**src/rtl/box_engine_pkg.sv**
```systemverilog
// Shared types for the box engine: box record, sweep FSM state, screen size.
// Axis fields are held at AW bits so one record type serves any pA <= AW.
package box_pkg;

  localparam int AW      = 16;
  localparam int SCR_W_D = 640;
  localparam int SCR_H_D = 480;

  typedef enum logic {
    IDLE,
    UPDATE
  } state_t;

  typedef struct packed {
    logic [AW-1:0]      x;
    logic [AW-1:0]      y;
    logic [AW-1:0]      w;
    logic [AW-1:0]      h;
    logic signed [3:0]  vx;
    logic signed [3:0]  vy;
    logic [11:0]        color;
    logic               en;
  } box_t;

  typedef struct packed {
    logic [AW-1:0]      p;
    logic signed [3:0]  v;
  } axis_t;

  function automatic logic signed [3:0] vneg(
    input logic signed [3:0] v
  );
    return (v == -4'sd8) ? 4'sd7 : -v;
  endfunction

  // One frame of motion on one axis with bounce at 0 and lim.
  function automatic axis_t axis_step(
    input logic [AW-1:0]     p,
    input logic [AW-1:0]     s,
    input logic signed [3:0] v,
    input int                lim
  );
    logic signed [AW+1:0] n;
    int                   ni;
    axis_t                r;
    n  = $signed({2'b00, p}) + v;
    ni = int'(n);
    r  = '{p: p, v: v};
    if (ni < 0) begin
      r.p = '0;
      r.v = vneg(v);
    end else if (ni + int'(s) > lim) begin
      r.p = AW'(lim - int'(s));
      r.v = vneg(v);
    end else begin
      r.p = n[AW-1:0];
    end
    return r;
  endfunction

endpackage

```
**src/rtl/box_engine_if.sv**
```systemverilog
// Pixel, configuration and colour-out bundle of the box engine.
// master = pixel source / configurator, slave = box_engine.
interface box_engine_if #(
  parameter int pA = 10,
  parameter int cA = 4,
  parameter int NB = 4
) ();
  localparam int IW = (NB > 1) ? $clog2(NB) : 1;

  logic [pA-1:0]      pix_x;
  logic [pA-1:0]      pix_y;
  logic               pix_v;
  logic               frame_tick;
  logic               cfg_we;
  logic [IW-1:0]      cfg_idx;
  logic               cfg_en;
  logic [pA-1:0]      cfg_x;
  logic [pA-1:0]      cfg_y;
  logic [pA-1:0]      cfg_w;
  logic [pA-1:0]      cfg_h;
  logic [3:0]         cfg_vx;
  logic [3:0]         cfg_vy;
  logic [11:0]        cfg_color;
  logic               cfg_ready;
  logic [2:0][cA-1:0] color;
  logic               hit_v;
  logic [IW-1:0]      hit_idx;

  modport master (
    output pix_x, pix_y, pix_v, frame_tick,
    output cfg_we, cfg_idx, cfg_en,
    output cfg_x, cfg_y, cfg_w, cfg_h,
    output cfg_vx, cfg_vy, cfg_color,
    input  cfg_ready, color, hit_v, hit_idx
  );

  modport slave (
    input  pix_x, pix_y, pix_v, frame_tick,
    input  cfg_we, cfg_idx, cfg_en,
    input  cfg_x, cfg_y, cfg_w, cfg_h,
    input  cfg_vx, cfg_vy, cfg_color,
    output cfg_ready, color, hit_v, hit_idx
  );
endinterface

```
**src/rtl/box_engine_hit.sv**
```systemverilog
// box_hit: inclusive rectangle coverage test for one box.
// BOX_ENGINE_BORDER_EN restricts coverage to the 1-pixel outline.
module box_hit
  import box_pkg::*;
#(
  parameter int pA = 10
) (
  input  logic [pA-1:0] i_px,
  input  logic [pA-1:0] i_py,
  input  logic [AW-1:0] i_x,
  input  logic [AW-1:0] i_y,
  input  logic [AW-1:0] i_w,
  input  logic [AW-1:0] i_h,
  output logic          o_hit
);
  logic [AW:0] w_px, w_py;
  logic [AW:0] w_x0, w_y0;
  logic [AW:0] w_x1, w_y1;
  logic        w_in;

  assign w_px = (AW+1)'(i_px);
  assign w_py = (AW+1)'(i_py);
  assign w_x0 = (AW+1)'(i_x);
  assign w_y0 = (AW+1)'(i_y);
  assign w_x1 = w_x0 + (AW+1)'(i_w);
  assign w_y1 = w_y0 + (AW+1)'(i_h);

  assign w_in = (w_px >= w_x0) && (w_px <= w_x1)
             && (w_py >= w_y0) && (w_py <= w_y1);

`ifdef BOX_ENGINE_BORDER_EN
  assign o_hit = w_in && ((w_px == w_x0) || (w_px == w_x1)
                       || (w_py == w_y0) || (w_py == w_y1));
`else
  assign o_hit = w_in;
`endif

endmodule

```
**src/rtl/box_engine.sv**
```systemverilog
// box_engine: NB bouncing boxes, 2-stage pixel path, per-frame motion sweep.
// Define BOX_ENGINE_BORDER_EN for outline-only boxes.
module box_engine
  import box_pkg::*;
#(
  parameter int pA    = 10,
  parameter int cA    = 4,
  parameter int NB    = 4,
  parameter int SCR_W = SCR_W_D,
  parameter int SCR_H = SCR_H_D
) (
  input logic         clk,
  input logic         rst_n,
  box_engine_if.slave bus
);
  localparam int IW = (NB > 1) ? $clog2(NB) : 1;

  state_t             r_state, w_next;
  logic               w_ready;
  logic [IW-1:0]      r_idx;
  box_t               r_box [NB];
  box_t               w_cfg, w_cur, w_upd;
  axis_t              w_ax, w_ay;
  logic [NB-1:0]      w_hit, r_hit;
  logic               r_v;
  logic               w_any;
  logic [IW-1:0]      w_sel;
  logic [11:0]        w_rgb;
  logic [2:0][cA-1:0] r_col;
  logic               r_hv;
  logic [IW-1:0]      r_hidx;

  always_comb begin
    w_next  = r_state;
    w_ready = 1'b0;
    unique case (r_state)
      IDLE: begin
        w_ready = 1'b1;
        if (bus.frame_tick) w_next = UPDATE;
      end
      UPDATE: begin
        if (r_idx == IW'(NB-1)) w_next = IDLE;
      end
    endcase
  end

  always_comb begin
    w_cfg       = '0;
    w_cfg.x     = AW'(bus.cfg_x);
    w_cfg.y     = AW'(bus.cfg_y);
    w_cfg.w     = AW'(bus.cfg_w);
    w_cfg.h     = AW'(bus.cfg_h);
    w_cfg.vx    = bus.cfg_vx;
    w_cfg.vy    = bus.cfg_vy;
    w_cfg.color = bus.cfg_color;
    w_cfg.en    = bus.cfg_en;
  end

  always_comb begin
    w_cur = r_box[0];
    for (int k = 1; k < NB; k++)
      if (r_idx == IW'(k)) w_cur = r_box[k];
    w_ax     = axis_step(w_cur.x, w_cur.w, w_cur.vx, SCR_W-1);
    w_ay     = axis_step(w_cur.y, w_cur.h, w_cur.vy, SCR_H-1);
    w_upd    = w_cur;
    w_upd.x  = w_ax.p;
    w_upd.vx = w_ax.v;
    w_upd.y  = w_ay.p;
    w_upd.vy = w_ay.v;
  end

  always_ff @(posedge clk) begin
    if (!rst_n) begin
      r_state <= IDLE;
      r_idx   <= '0;
      for (int k = 0; k < NB; k++) r_box[k] <= '0;
    end else begin
      r_state <= w_next;
      if (r_state == UPDATE)
        r_idx <= (w_next == IDLE) ? '0 : r_idx + IW'(1);
      for (int k = 0; k < NB; k++) begin
        if (w_ready && bus.cfg_we && bus.cfg_idx == IW'(k))
          r_box[k] <= w_cfg;
        else if (r_state == UPDATE && r_idx == IW'(k) && w_cur.en)
          r_box[k] <= w_upd;
      end
    end
  end

  for (genvar g = 0; g < NB; g++) begin : g_hit
    logic w_h;
    box_hit #(.pA(pA)) u_hit (
      .i_px  (bus.pix_x),
      .i_py  (bus.pix_y),
      .i_x   (r_box[g].x),
      .i_y   (r_box[g].y),
      .i_w   (r_box[g].w),
      .i_h   (r_box[g].h),
      .o_hit (w_h)
    );
    assign w_hit[g] = w_h && r_box[g].en;
  end

  // Walk downwards so the lowest-index hit is the one left standing.
  always_comb begin
    w_any = 1'b0;
    w_sel = '0;
    w_rgb = '0;
    for (int k = NB-1; k >= 0; k--) begin
      if (r_hit[k]) begin
        w_any = 1'b1;
        w_sel = IW'(k);
        w_rgb = r_box[k].color;
      end
    end
  end

  always_ff @(posedge clk) begin
    if (!rst_n) begin
      r_hit  <= '0;
      r_v    <= 1'b0;
      r_col  <= '0;
      r_hv   <= 1'b0;
      r_hidx <= '0;
    end else begin
      r_hit <= w_hit;
      r_v   <= bus.pix_v;
      if (r_v && w_any) begin
        r_col[0] <= cA'(w_rgb[11:8]);
        r_col[1] <= cA'(w_rgb[7:4]);
        r_col[2] <= cA'(w_rgb[3:0]);
        r_hv     <= 1'b1;
        r_hidx   <= w_sel;
      end else begin
        r_col  <= '0;
        r_hv   <= 1'b0;
        r_hidx <= '0;
      end
    end
  end

  assign bus.cfg_ready = w_ready;
  assign bus.color     = r_col;
  assign bus.hit_v     = r_hv;
  assign bus.hit_idx   = r_hidx;

endmodule

```
**src/flat_wrapper.sv**
```systemverilog
// flat-port wrapper written by rule: the top's interface ports become plain ports
module box_engine_flat import box_pkg::*;
#(
  parameter int pA    = 10,
  parameter int cA    = 4,
  parameter int NB    = 4,
  parameter int SCR_W = SCR_W_D,
  parameter int SCR_H = SCR_H_D
)
  (clk, rst_n, bus_pix_x, bus_pix_y, bus_pix_v, bus_frame_tick, bus_cfg_we, bus_cfg_idx, bus_cfg_en, bus_cfg_x, bus_cfg_y, bus_cfg_w, bus_cfg_h, bus_cfg_vx, bus_cfg_vy, bus_cfg_color, bus_cfg_ready, bus_color, bus_hit_v, bus_hit_idx);
  box_engine_if #(.pA(pA), .cA(cA), .NB(NB)) bus_i ();
  input logic clk;
  input logic rst_n;
  input wire logic [$bits(bus_i.pix_x)-1:0] bus_pix_x;
  input wire logic [$bits(bus_i.pix_y)-1:0] bus_pix_y;
  input wire logic [$bits(bus_i.pix_v)-1:0] bus_pix_v;
  input wire logic [$bits(bus_i.frame_tick)-1:0] bus_frame_tick;
  input wire logic [$bits(bus_i.cfg_we)-1:0] bus_cfg_we;
  input wire logic [$bits(bus_i.cfg_idx)-1:0] bus_cfg_idx;
  input wire logic [$bits(bus_i.cfg_en)-1:0] bus_cfg_en;
  input wire logic [$bits(bus_i.cfg_x)-1:0] bus_cfg_x;
  input wire logic [$bits(bus_i.cfg_y)-1:0] bus_cfg_y;
  input wire logic [$bits(bus_i.cfg_w)-1:0] bus_cfg_w;
  input wire logic [$bits(bus_i.cfg_h)-1:0] bus_cfg_h;
  input wire logic [$bits(bus_i.cfg_vx)-1:0] bus_cfg_vx;
  input wire logic [$bits(bus_i.cfg_vy)-1:0] bus_cfg_vy;
  input wire logic [$bits(bus_i.cfg_color)-1:0] bus_cfg_color;
  output wire logic [$bits(bus_i.cfg_ready)-1:0] bus_cfg_ready;
  output wire logic [$bits(bus_i.color)-1:0] bus_color;
  output wire logic [$bits(bus_i.hit_v)-1:0] bus_hit_v;
  output wire logic [$bits(bus_i.hit_idx)-1:0] bus_hit_idx;
  assign bus_i.pix_x = bus_pix_x;
  assign bus_i.pix_y = bus_pix_y;
  assign bus_i.pix_v = bus_pix_v;
  assign bus_i.frame_tick = bus_frame_tick;
  assign bus_i.cfg_we = bus_cfg_we;
  assign bus_i.cfg_idx = bus_cfg_idx;
  assign bus_i.cfg_en = bus_cfg_en;
  assign bus_i.cfg_x = bus_cfg_x;
  assign bus_i.cfg_y = bus_cfg_y;
  assign bus_i.cfg_w = bus_cfg_w;
  assign bus_i.cfg_h = bus_cfg_h;
  assign bus_i.cfg_vx = bus_cfg_vx;
  assign bus_i.cfg_vy = bus_cfg_vy;
  assign bus_i.cfg_color = bus_cfg_color;
  assign bus_cfg_ready = bus_i.cfg_ready;
  assign bus_color = bus_i.color;
  assign bus_hit_v = bus_i.hit_v;
  assign bus_hit_idx = bus_i.hit_idx;
  box_engine #(.pA(pA), .cA(cA), .NB(NB), .SCR_W(SCR_W), .SCR_H(SCR_H)) u_core (.clk(clk), .rst_n(rst_n), .bus(bus_i));
endmodule
```
**config.mk**
```make
export PLATFORM = sky130hd
export DESIGN_NAME = box_engine_flat
export DESIGN_NICKNAME = d
export VERILOG_FILES = /design/src/rtl/box_engine_pkg.sv /design/src/rtl/box_engine_if.sv /design/src/rtl/box_engine_hit.sv /design/src/rtl/box_engine.sv /design/src/flat_wrapper.sv
export SDC_FILE = /design/constraint.sdc
export NUM_CORES = 1
export LEC_CHECK = 0
export CAP_MARGIN = 20
export CORE_MARGIN = 8
export CORE_UTILIZATION = 45
export DETAILED_ROUTE_END_ITERATION = 8
export PLACE_DENSITY_LB_ADDON = 0.25
export RECOVER_POWER = 50
export SYNTH_ARGS = -nofsm -noshare
export SYNTH_HDL_FRONTEND = slang
export SYNTH_SLANG_ARGS = --single-unit
```
**constraint.sdc**
```tcl
create_clock -name clk -period 13.04 [get_ports clk]
set_clock_uncertainty 0.1 [all_clocks]
set_input_delay 1.956 -clock clk [delete_from_list [all_inputs] [get_ports clk]]
set_output_delay 1.956 -clock clk [all_outputs]
set_load 0.005 [all_outputs]
```
==> results.json <==
{
  "status": "finished, violations left",
  "hpwl_um": 77900,
  "setup_viol": 0,
  "synth_top_area_share": 0.346,
  "dieArea_mm2": 0.0740,
  "ios": 104,
  "antenna_cells": 0,
  "grt_overflow_total": 0,
  "vias": 25848,
  "cts_buffer_depth": 3,
  "hold-path-endpoint": "u_core.bus.hit_idx[1]",
  "drc_errors": 0,
  "max_freq_ghz": 0.110,
  "fin_crit_ns": 9.13,
  "drv_cap": 13,
  "tightest_slew_ns": 4.59,
  "fp.coreArea_mm2": 0.0653,
  "antenna_found_initial": 3,
  "grt_usage": 0.280,
  "required_ns": 13.22,
  "cts_num_sinks": 363,
  "drt_iter0_markers": 2670,
  "synthesis.nets": 3608,
  "fin_setup_tns_ns": 0,
  "cts.repair.resized": 0,
  "area_growth_pct": 11.4,
  "wl_per_cell_um": 26.3,
  "die_w_um": 272,
  "nNetsFinal": 3680,
  "path_clk_slew_ns": 0.06,
  "hold_path_depth": 2,
  "synth_largest_area_cell": "edfxtp_1",
  "synth_cells": 3148,
  "ys_seq_area_frac": 0.362,
  "post_cts_buffers": 0,
  "synthTopCellsByArea": "edfxtp_1 (35%), ha_1 (15%), o21ai_0 (4.1%)",
  "first_global_vias": 25234,
  "multi_input_area_mm2": 0.0177,
  "regArea_mm2": 0.0107,
  "maxSlewHeadroom": -2.06,
  "start_kind": "flip-flop",
  "cts_tree": "built",
  "worstHoldStart": "u_core.r_v",
  "avgSynthCellArea_um2": 9.37,
  "worstPathMaxFanout": 37,
  "end_kind": "flip-flop",
  "ys.flop_type": "edfxtp_1",
  "post-place-ws_ns": 4.06,
  "crit_arrival_ns": 9.31,
  "reg2reg_depth": 27,
  "fin_ws_ns": 3.91,
  "rows": 94,
  "place.gp.congestion": 0.962,
  "cts_buffers": 40,
  "num-fill-cells": 6003,
  "place.port_buffers": 103,
  "cts_root_buffer": "clkbuf_16",
  "synth_cell_type_count": 112,
  "hold_violations": 0,
  "final_layout_size_suffix_gt1_frac": 0.0575,
  "violations": "capacitance limit, slew limit",
  "synth_edf_count": 340,
  "reg2reg_slack_ns": 3.91,
  "clock_latency_ns": 0.58,
  "grt_pass1_wl_um": 159000,
  "period_share": 0.700,
  "grt_start_max_net_pins": 78,
  "htreeDepth": 2,
  "slew_viol_final": 567,
  "reg2reg_to": "u_core.r_box[3][59]",
  "detail-route-antenna-nets": 0,
  "start_util": 0.452,
  "ir_drop_uv": 77.1,
  "finalWirelength_um": 108000,
  "crit_type": "flip-flop to flip-flop",
  "cts_hold_buf": 0,
  "first_pass_iters": 6,
  "syn_area_mm2": 0.0295,
  "power_density_mw_per_mm2": 128,
  "worstReg2RegStart": "u_core.r_idx[0]",
  "cellLeakagePower_nw": 13.5,
  "synthArstFlopShare": 0,
  "ys_ff_latch": 363,
  "hp-class": "flip-flop to flip-flop",
  "die_height_um": 272,
  "yosys_warnings": 0,
  "vias_per_cell": 6.28,
  "rsz0062_at_grt": "no"
}
==> cell type report <==
type	count	area share
Clock buffer	52	0.0357
Sequential cell	363	0.325
Timing Repair Buffer	145	0.0392
Clock inverter	21	0.00788
Multi-Input combinational cell	2487	0.539
Tap cell	864	0.0329
Inverter	183	0.0209
==> cells by family (layout without fill, tap and decap cells) <==
kind of cell	Yosys count	count (layout)	share of synthesized area
fa+ha+maj	373	373	0.161
flops	363	363	0.362
xor+xnor	128	128	0.0380
simple gates	908	908	0.141
compound gates	977	977	0.222
buf+inv	298	401	0.0405
mux	101	101	0.0361
==> through the flow <==
stage           util  power (mW)  hold slack [ns]  cells  area [µm²]
2_1_floorplan      -        2.47            0.339   3148       29500
6_report       0.503        4.19            0.363   4115       32900
5_1_grt        0.503        4.38            0.404   4115       32900
3_5_place_dp   0.483        2.91            0.371   4041       31500
3_3_place_gp   0.483        2.88            0.379   4039       31500
4_1_cts        0.505        4.16            0.381   4114       32900
==> Yosys cell counts, drive strengths merged (11+ instances only) <==
library cell and count:
a211oi 30, a21o 73, a21oi 248, a221oi 15, a22o 81, and2 13
buf 41, clkbuf 74, dfxtp 23, edfxtp 340, ha 362, inv 183
mux2 18, mux2i 83, nand2 307, nand2b 57, nand3 30, nand4 27
nor2 311, nor2b 46, nor3 43, nor4 29, o2111ai 12, o211ai 11
o21a 34, o21ai 293, o21bai 34, o22ai 33, o31ai 11, xnor2 73
xor2 55
==> per-layer routing <==
metal	vias to the layer above	wire, µm	track usage
met2	1355	49500	0.457
met4	6	4660	0.115
met1	12439	44300	0.368
met3	259	9700	0.0466
met5	-	48	0
li1	11789	-	-
==> worst max-delay path by stage <==
stage                                      to  cells past startpoint            start
after global placement    u_core.r_box[1][60]                     27  u_core.r_idx[0]
after CTS                 u_core.r_box[1][60]                     27  u_core.r_idx[0]
after global routing      u_core.r_box[0][59]                     28  u_core.r_idx[0]
final                     u_core.r_box[3][59]                     27  u_core.r_idx[0]
after detailed placement  u_core.r_box[1][60]                     27  u_core.r_idx[0]
after floorplan            u_core.r_box[1][0]                      2   bus_cfg_idx[0]
==> power by group <==
group,switching [mW],leakage (nW),internal [mW]
Clock,0.507,0.703,0.756
Combinational,0.956,9.07,0.566
Sequential,0.0628,3.73,1.35
==> cells in the final DEF, fill, tap and decap left out, types with 24 or more instances in the layout <==
master,Yosys,layout
a211oi_1,27,27
nand4_1,27,27
nor4_1,27,27
a22o_1,81,81
o22ai_1,28,28
mux2i_1,82,82
nor2_1,308,305
nand2b_1,56,56
o21ai_0,243,243
o21a_1,34,34
o21ai_1,42,42
clkdlybuf4s50_1,0,86
edfxtp_1,340,340
a21oi_1,242,242
xor2_1,55,55
buf_4,2,24
o21bai_1,34,34
nand2_1,307,307
ha_1,362,358
xnor2_1,73,73
clkbuf_16,0,46
nor3_1,43,42
nor2b_1,46,46
a21o_1,72,72
inv_1,179,179
nand3_1,29,29
==> registers in the layout, indices dropped and copies added (netlist names) <==
signal / flops
u_core.r_v: 1
u_core.bus.color: 12
u_core.bus.hit_v: 1
u_core.r_hit: 4
u_core.r_state: 1
u_core.r_box: 340
u_core.bus.hit_idx: 2
u_core.r_idx: 2
==> critical path: stages (launching register included) <==
cell and delay (ns):
dfxtp_1 0.52, ha_4 0.53, buf_4 0.64, mux2_2 0.40, nand2_1 0.06, a21oi_1 0.07, a21oi_1 0.43, inv_1 0.11
ha_1 0.45, o221ai_1 0.17, o31ai_1 0.46, nor4_2 0.13, o31ai_2 0.55, a21oi_1 0.16, nand3_1 0.10, o21ai_0 0.11
xnor2_1 0.56, ha_1 0.37, a21oi_1 0.11, o21a_1 0.14, a311oi_1 0.52, o31ai_1 0.20, a211oi_2 0.43, nand2_1 0.22
and2_1 0.23, o22a_2 0.44, o21ai_0 0.41, o21ai_0 0.15
No activity file was read; power rests on OpenSTA's default activity.
